===== config.mk =====
export PLATFORM = sky130hd
export DESIGN_NAME = lockin_iq
export DESIGN_NICKNAME = d
export VERILOG_FILES = /design/src/rtl/lockin_iq.sv
export SDC_FILE = /design/constraint.sdc
export NUM_CORES = 2
export LEC_CHECK = 0
export BUFFER_PORTS_ARGS = -buffer_cell sky130_fd_sc_hd__buf_2
export CAP_MARGIN = 5
export CORE_MARGIN = 2
export CORE_UTILIZATION = 40
export CTS_BUF_LIST = sky130_fd_sc_hd__clkbuf_16
export DETAILED_ROUTE_END_ITERATION = 10
export GPL_TIMING_DRIVEN = 0
export SYNTH_ARGS = -nofsm -noshare
export SYNTH_HDL_FRONTEND = slang
export SYNTH_SLANG_ARGS = --single-unit

===== constraint.sdc =====
create_clock -name clk -period 18 [get_ports clk]
set_input_delay 2.7 -clock clk [delete_from_list [all_inputs] [get_ports clk]]
set_output_delay 2.7 -clock clk [all_outputs]
set_load 0.01 [all_outputs]

===== src/rtl/lockin_iq.sv =====
// lockin_iq: dual-phase (I/Q) lock-in integrator.
//
// Each accepted sample is multiplied by the in-phase and quadrature references. The products
// are summed over a window of 2^win_log2 accepted samples, and then dumped as
// (sum >>> (win_log2 + OUT_SHIFT)), saturated to OW bits. Windows follow each other with no
// gap: the product after a dump starts the next window.
//
// Optional feature (macro LOCKIN_IQ_AVG_EN): each dump result passes through a
// 2^AVG_LOG2-deep boxcar average per channel. This adds one cycle of latency.
//
// Ports
//   clk        in   rising-edge clock
//   rst        in   asynchronous active-high reset
//   in_valid   in   qualifies signal_in / ref_i / ref_q
//   signal_in  in   DW-bit signed sample
//   ref_i      in   RW-bit signed in-phase reference
//   ref_q      in   RW-bit signed quadrature reference
//   win_log2   in   window exponent; latched at window start, clamped to MAX_WIN_LOG2
//   clear      in   synchronous restart (drops partial window and in-flight product)
//   out_i      out  OW-bit signed in-phase result, held between strobes
//   out_q      out  OW-bit signed quadrature result, held between strobes
//   out_valid  out  one-cycle strobe per new result
//   overflow   out  sticky saturation flag, cleared by rst or clear
module lockin_iq #(
    parameter int unsigned DW           = 14,
    parameter int unsigned RW           = 16,
    parameter int unsigned OW           = 24,
    parameter int unsigned MAX_WIN_LOG2 = 20,
    parameter int unsigned OUT_SHIFT    = 6,
    parameter int unsigned AVG_LOG2     = 2
) (
    input  logic                 clk,
    input  logic                 rst,
    input  logic                 in_valid,
    input  logic signed [DW-1:0] signal_in,
    input  logic signed [RW-1:0] ref_i,
    input  logic signed [RW-1:0] ref_q,
    input  logic [4:0]           win_log2,
    input  logic                 clear,
    output logic signed [OW-1:0] out_i,
    output logic signed [OW-1:0] out_q,
    output logic                 out_valid,
    output logic                 overflow
);

    localparam int unsigned PW = DW + RW;
    localparam int unsigned AW = PW + MAX_WIN_LOG2;
    localparam int unsigned CW = MAX_WIN_LOG2 + 1;
    localparam logic [4:0]  MaxWin = 5'(MAX_WIN_LOG2);
    localparam logic signed [AW-1:0] SatMax = {{(AW-OW+1){1'b0}}, {(OW-1){1'b1}}};
    localparam logic signed [AW-1:0] SatMin = {{(AW-OW+1){1'b1}}, {(OW-1){1'b0}}};

    typedef enum logic {StIdle, StAcc} state_e;

    // Stage 1: product registers
    logic signed [PW-1:0] prod_i_q, prod_q_q;
    logic                 prod_v_q;

    always_ff @(posedge clk or posedge rst) begin
        if (rst) begin
            prod_i_q <= '0;
            prod_q_q <= '0;
            prod_v_q <= 1'b0;
        end else begin
            // A sample arriving together with clear is dropped.
            prod_v_q <= in_valid & ~clear;
            if (in_valid) begin
                prod_i_q <= signal_in * ref_i;
                prod_q_q <= signal_in * ref_q;
            end
        end
    end

    // Stage 2: windowed accumulation and dump
    state_e               state_q, state_d;
    logic [4:0]           win_q, win_cur;
    logic [CW-1:0]        cnt_q, win_mask;
    logic signed [AW-1:0] acc_i_q, acc_q_q, sum_i, sum_q, sh_i, sh_q;
    logic [5:0]           shamt;
    logic                 last, ovf_i, ovf_q;
    logic signed [OW-1:0] sat_i, sat_q, res_i_q, res_q_q;
    logic                 res_v_q;

    always_comb begin
        // In StIdle the product opens a new window, so it uses the live win_log2.
        win_cur = win_q;
        if (state_q == StIdle) begin
            win_cur = (win_log2 > MaxWin) ? MaxWin : win_log2;
        end
        // Accumulators and counter are zero whenever the state is StIdle.
        sum_i    = acc_i_q + AW'(prod_i_q);
        sum_q    = acc_q_q + AW'(prod_q_q);
        win_mask = (CW'(1) << win_cur) - CW'(1);
        last     = (cnt_q == win_mask);
        shamt    = 6'(win_cur) + 6'(OUT_SHIFT);
        sh_i     = sum_i >>> shamt;
        sh_q     = sum_q >>> shamt;
        ovf_i    = (sh_i > SatMax) || (sh_i < SatMin);
        ovf_q    = (sh_q > SatMax) || (sh_q < SatMin);
        sat_i    = sh_i[OW-1:0];
        sat_q    = sh_q[OW-1:0];
        if (sh_i > SatMax) sat_i = SatMax[OW-1:0];
        if (sh_i < SatMin) sat_i = SatMin[OW-1:0];
        if (sh_q > SatMax) sat_q = SatMax[OW-1:0];
        if (sh_q < SatMin) sat_q = SatMin[OW-1:0];

        // A dump returns to StIdle so the next product latches a fresh window size.
        state_d = state_q;
        if (prod_v_q) begin
            state_d = last ? StIdle : StAcc;
        end
    end

    always_ff @(posedge clk or posedge rst) begin
        if (rst) begin
            state_q  <= StIdle;
            win_q    <= '0;
            cnt_q    <= '0;
            acc_i_q  <= '0;
            acc_q_q  <= '0;
            res_i_q  <= '0;
            res_q_q  <= '0;
            res_v_q  <= 1'b0;
            overflow <= 1'b0;
        end else if (clear) begin
            state_q  <= StIdle;
            cnt_q    <= '0;
            acc_i_q  <= '0;
            acc_q_q  <= '0;
            res_v_q  <= 1'b0;
            overflow <= 1'b0;
        end else begin
            state_q <= state_d;
            res_v_q <= prod_v_q & last;
            if (prod_v_q) begin
                if (state_q == StIdle) win_q <= win_cur;
                if (last) begin
                    cnt_q   <= '0;
                    acc_i_q <= '0;
                    acc_q_q <= '0;
                    res_i_q <= sat_i;
                    res_q_q <= sat_q;
                    if (ovf_i || ovf_q) overflow <= 1'b1;
                end else begin
                    cnt_q   <= cnt_q + CW'(1);
                    acc_i_q <= sum_i;
                    acc_q_q <= sum_q;
                end
            end
        end
    end

`ifdef LOCKIN_IQ_AVG_EN
    // Boxcar over the last 2^AVG_LOG2 dump results; history starts at zero so outputs ramp.
    localparam int unsigned AN = 1 << AVG_LOG2;
    localparam int unsigned SW = OW + AVG_LOG2;

    logic signed [OW-1:0] hist_i_q [AN];
    logic signed [OW-1:0] hist_q_q [AN];
    logic signed [SW-1:0] asum_i_q, asum_q_q, asum_i_d, asum_q_d;
    logic signed [OW-1:0] avg_i_q, avg_q_q;
    logic                 avg_v_q;

    always_comb begin
        asum_i_d = asum_i_q + SW'(res_i_q) - SW'(hist_i_q[AN-1]);
        asum_q_d = asum_q_q + SW'(res_q_q) - SW'(hist_q_q[AN-1]);
    end

    always_ff @(posedge clk or posedge rst) begin
        if (rst) begin
            for (int k = 0; k < AN; k++) begin
                hist_i_q[k] <= '0;
                hist_q_q[k] <= '0;
            end
            asum_i_q <= '0;
            asum_q_q <= '0;
            avg_i_q  <= '0;
            avg_q_q  <= '0;
            avg_v_q  <= 1'b0;
        end else if (clear) begin
            for (int k = 0; k < AN; k++) begin
                hist_i_q[k] <= '0;
                hist_q_q[k] <= '0;
            end
            asum_i_q <= '0;
            asum_q_q <= '0;
            avg_v_q  <= 1'b0;
        end else begin
            avg_v_q <= res_v_q;
            if (res_v_q) begin
                for (int k = AN - 1; k > 0; k--) begin
                    hist_i_q[k] <= hist_i_q[k-1];
                    hist_q_q[k] <= hist_q_q[k-1];
                end
                hist_i_q[0] <= res_i_q;
                hist_q_q[0] <= res_q_q;
                asum_i_q    <= asum_i_d;
                asum_q_q    <= asum_q_d;
                avg_i_q     <= OW'(asum_i_d >>> AVG_LOG2);
                avg_q_q     <= OW'(asum_q_d >>> AVG_LOG2);
            end
        end
    end

    assign out_i     = avg_i_q;
    assign out_q     = avg_q_q;
    assign out_valid = avg_v_q;
`else
    assign out_i     = res_i_q;
    assign out_q     = res_q_q;
    assign out_valid = res_v_q;
`endif

endmodule


==> flow_summary.ini <==
[die]
die_area_um2 = 103000
die_h_um = 320
initial_core_util_pct = 40.2
pin_count = 105
dieWidth_um = 320
core_um2 = 99700
row_count = 116

[sta]
slew_headroom_pct = 1.05
whs_ns = 0.476
setup_violations = 0
finClkSkew_ns = 0.0274
min_period_over_period_pct = 76.1
rsz0062_at_grt = no
max_freq_ghz = 0.0730
worstMarginPinSlew_ns = 1.47
tns_ns = 0
slew_violations = 0
min_period_ns = 13.70
hold_viol = 0

[clock_network]
cts_root_buffer = clkbuf_16
cts_sinks = 238
clk_pin_slew_ns = 0.07
cts_max_level = 1
cts_tree = built
cts_inserted_buffers = 29
postCtsHoldBufs = 0
cts_buffer_depth = 3
clock_latency_ns = 0.62
cts_setup_buffers = 0
cts.repair.resized = 0

[min_path]
hold_start = out_i[15]
whs_endpoint = out_i[15]
holdPathStages = 1
hold_path_class = reg2reg

[logic_synthesis]
synth_top_family_by_area = adder cells
seq_area_frac_synth_pct = 14.9
synth_simple_gate_area_share_pct = 18.7
syn_inst = 4844
synth_compound_area_share_pct = 20.7
yosys-mux-area-fraction_pct = 5.59
syn_nets = 5582
synth_top_area_share_pct = 22.0
synth_seq_cells = 238
synthAdderAreaFrac_pct = 29.6
synth_ff_type = dfrtp_1
synth_edf_count = 0
yosys_warnings = 0
post_synth.cell_area_avg_um2 = 8.27
synth.distinct_cells = 99
synth_xor_area_share_pct = 3.54
syn_area_um2 = 40100
synth_top_cell_by_area = fa_1
synth_async_sr_flop_share_pct = 100
synth.area.top_cells = fa_1, dfrtp_1, ha_1

[status]
violations = max-capacitance violations
status = finished, violations left

[grt]
grt_pass1_wl_um = 239000
grt_max_degree = 121
grt_usage_pct = 30.4
grt_overflow = 0
grt_antenna_before_repair = 8
grt_pass1_vias = 38500

[critical_path]
reg2reg_depth = 23
cpMostUsedCell = clkbuf_1
worstPathCellList = buf_2 -> o21ai_0 -> nand2_1 -> o21ai_1 -> inv_2 -> clkbuf_1 -> clkbuf_1 -> clkbuf_1 -> buf_1 -> clkbuf_1 -> ha_1 -> clkbuf_1 -> clkbuf_1 -> clkbuf_1 -> buf_1 -> buf_1 -> clkbuf_1 -> clkbuf_1 -> o211ai_1 -> o211ai_1 -> o211ai_1 -> a31oi_1 -> a21oi_1 -> o31ai_1
reg2reg_from = state_q
reg2reg_slack_ns = 6.07
crit_fanout = 10
cp.arrival_ns = 14.22
startpoint_type = primary input
cp_data_required_time_ns = 18.52
worst_path_max_delay_cell = clkbuf_1
cpPeakStageDelay_ns = 0.82
cp-end-kind = flip-flop
path_class = in2reg
reg2reg_to = out_q[3]

[place]
placed_area_um2 = 42300
place_congestion = 1.06
hpwl_um = 127000
io_buffers = 102

[flow_run]
drv_cap = 1

[detailed_routing]
drt_wl_total_um = 156000
drc_errors = 0
final_antenna_net_count = 0
dr_total_vias = 38000
via_per_inst = 6.03
wire_per_inst_um = 24.8
drt_iter0_markers = 3818
drt_first_pass_iters = 8

[layout]
mostFrequentLayoutCell = nand2_1
area_growth_pct = 7.90
fin_util_pct = 43.4
n_fill_cell = 10100
layout_common_cells = nand2_1, fa_1, inv_1, a21oi_1, nor2_1
fin_nets = 5718
final_layout_size_suffix_gt1_share_pct = 6.66
final_area_um2 = 43200
-- logic make-up (layout without fill, tap and decap cells) --
| logic type | after synthesis | count (layout) |
|---|---|---|
| other | 0 | 1 |
| adder cells (fa/ha/maj) | 683 | 683 |
| XOR/XNOR | 161 | 161 |
| flip-flops | 238 | 238 |
| AND/OR/NAND/NOR | 1584 | 1584 |
| multiplexers | 194 | 194 |
| buffers and inverters | 741 | 899 |
| AO/OA/AOI/OAI | 1243 | 1243 |
-- worst max-delay path by stage --
stage	start	end	slack (ns)
after floorplan	rst	acc_i_q[0]	8.77
after global placement	win_log2[3]	out_i[15]	4.30
after detailed placement	win_log2[4]	out_q[3]	4.52
after CTS	win_log2[4]	out_q[3]	5.13
after global routing	win_log2[4]	out_q[3]	4.40
final	win_log2[4]	out_q[3]	4.30
-- cell type report --
| type | count | area, um2 | area share (%) |
|---|---|---|---|
| multi-input combinational | 3865 | 31300 | 72.4 |
| sequential | 238 | 5960 | 13.8 |
| tap | 1298 | 1620 | 3.76 |
| inverter | 430 | 1620 | 3.75 |
| buffer | 311 | 1210 | 2.80 |
| clock buffer | 29 | 726 | 1.68 |
| timing repair buffer | 105 | 571 | 1.32 |
| clock inverter | 24 | 226 | 0.524 |
| antenna | 1 | 2.50 | 0.00579 |
-- Yosys cell counts, types with 53 or more instances --
library cell and count:
nand2_1 624, fa_1 440, inv_1 428, a21oi_1 317, nor2_1 288, clkbuf_1 259, o21ai_0 249, ha_1 243
dfrtp_1 238, and2_1 218, xnor2_1 123, mux2i_1 100, nand3_1 97, nor3_1 95, a22o_1 90, a21o_1 78
mux2_2 78, a211oi_1 73, a31oi_1 58, nand4_1 53, o211ai_1 53
-- sequential cells by signal, summed over array words and instances, names as in the netlist, 5 cells and up --
signal and flops:
acc_i_q 50, acc_q_q 50, prod_i_q 30, prod_q_q 30
out_i 24, out_q 24, cnt_q 21, win_q 5
-- worst max-delay path, delay by kind of cell --
kind	cells	cell delay (ns)
and+or+nand+nor	1	0.20
AOI/OAI and AO/OA	8	1.92
adders and majority gates	1	0.56
buffers and inverters	14	8.77
-- layer usage --
layer	vias to the layer above	GRT usage [%]	part of all wire [%]	routed length, um
li1	17100	-	-	-
met5	-	0	0.0083	13
met1	18900	42.2	44	68300
met3	312	7.09	9.3	14500
met4	2	9.14	3.6	5630
met2	1645	47.1	43	67800
-- metrics by stage --
stage | instances | setup WS [ns]
after floorplan | 4844 | 8.77
after global placement | 6244 | 4.30
after detailed placement | 6246 | 4.52
after CTS | 6299 | 5.13
after global routing | 6300 | 4.40
final | 6301 | 4.30
Power is not shown: default switching activity piles up to over one toggle a cycle in this logic, so the estimate is an artifact.
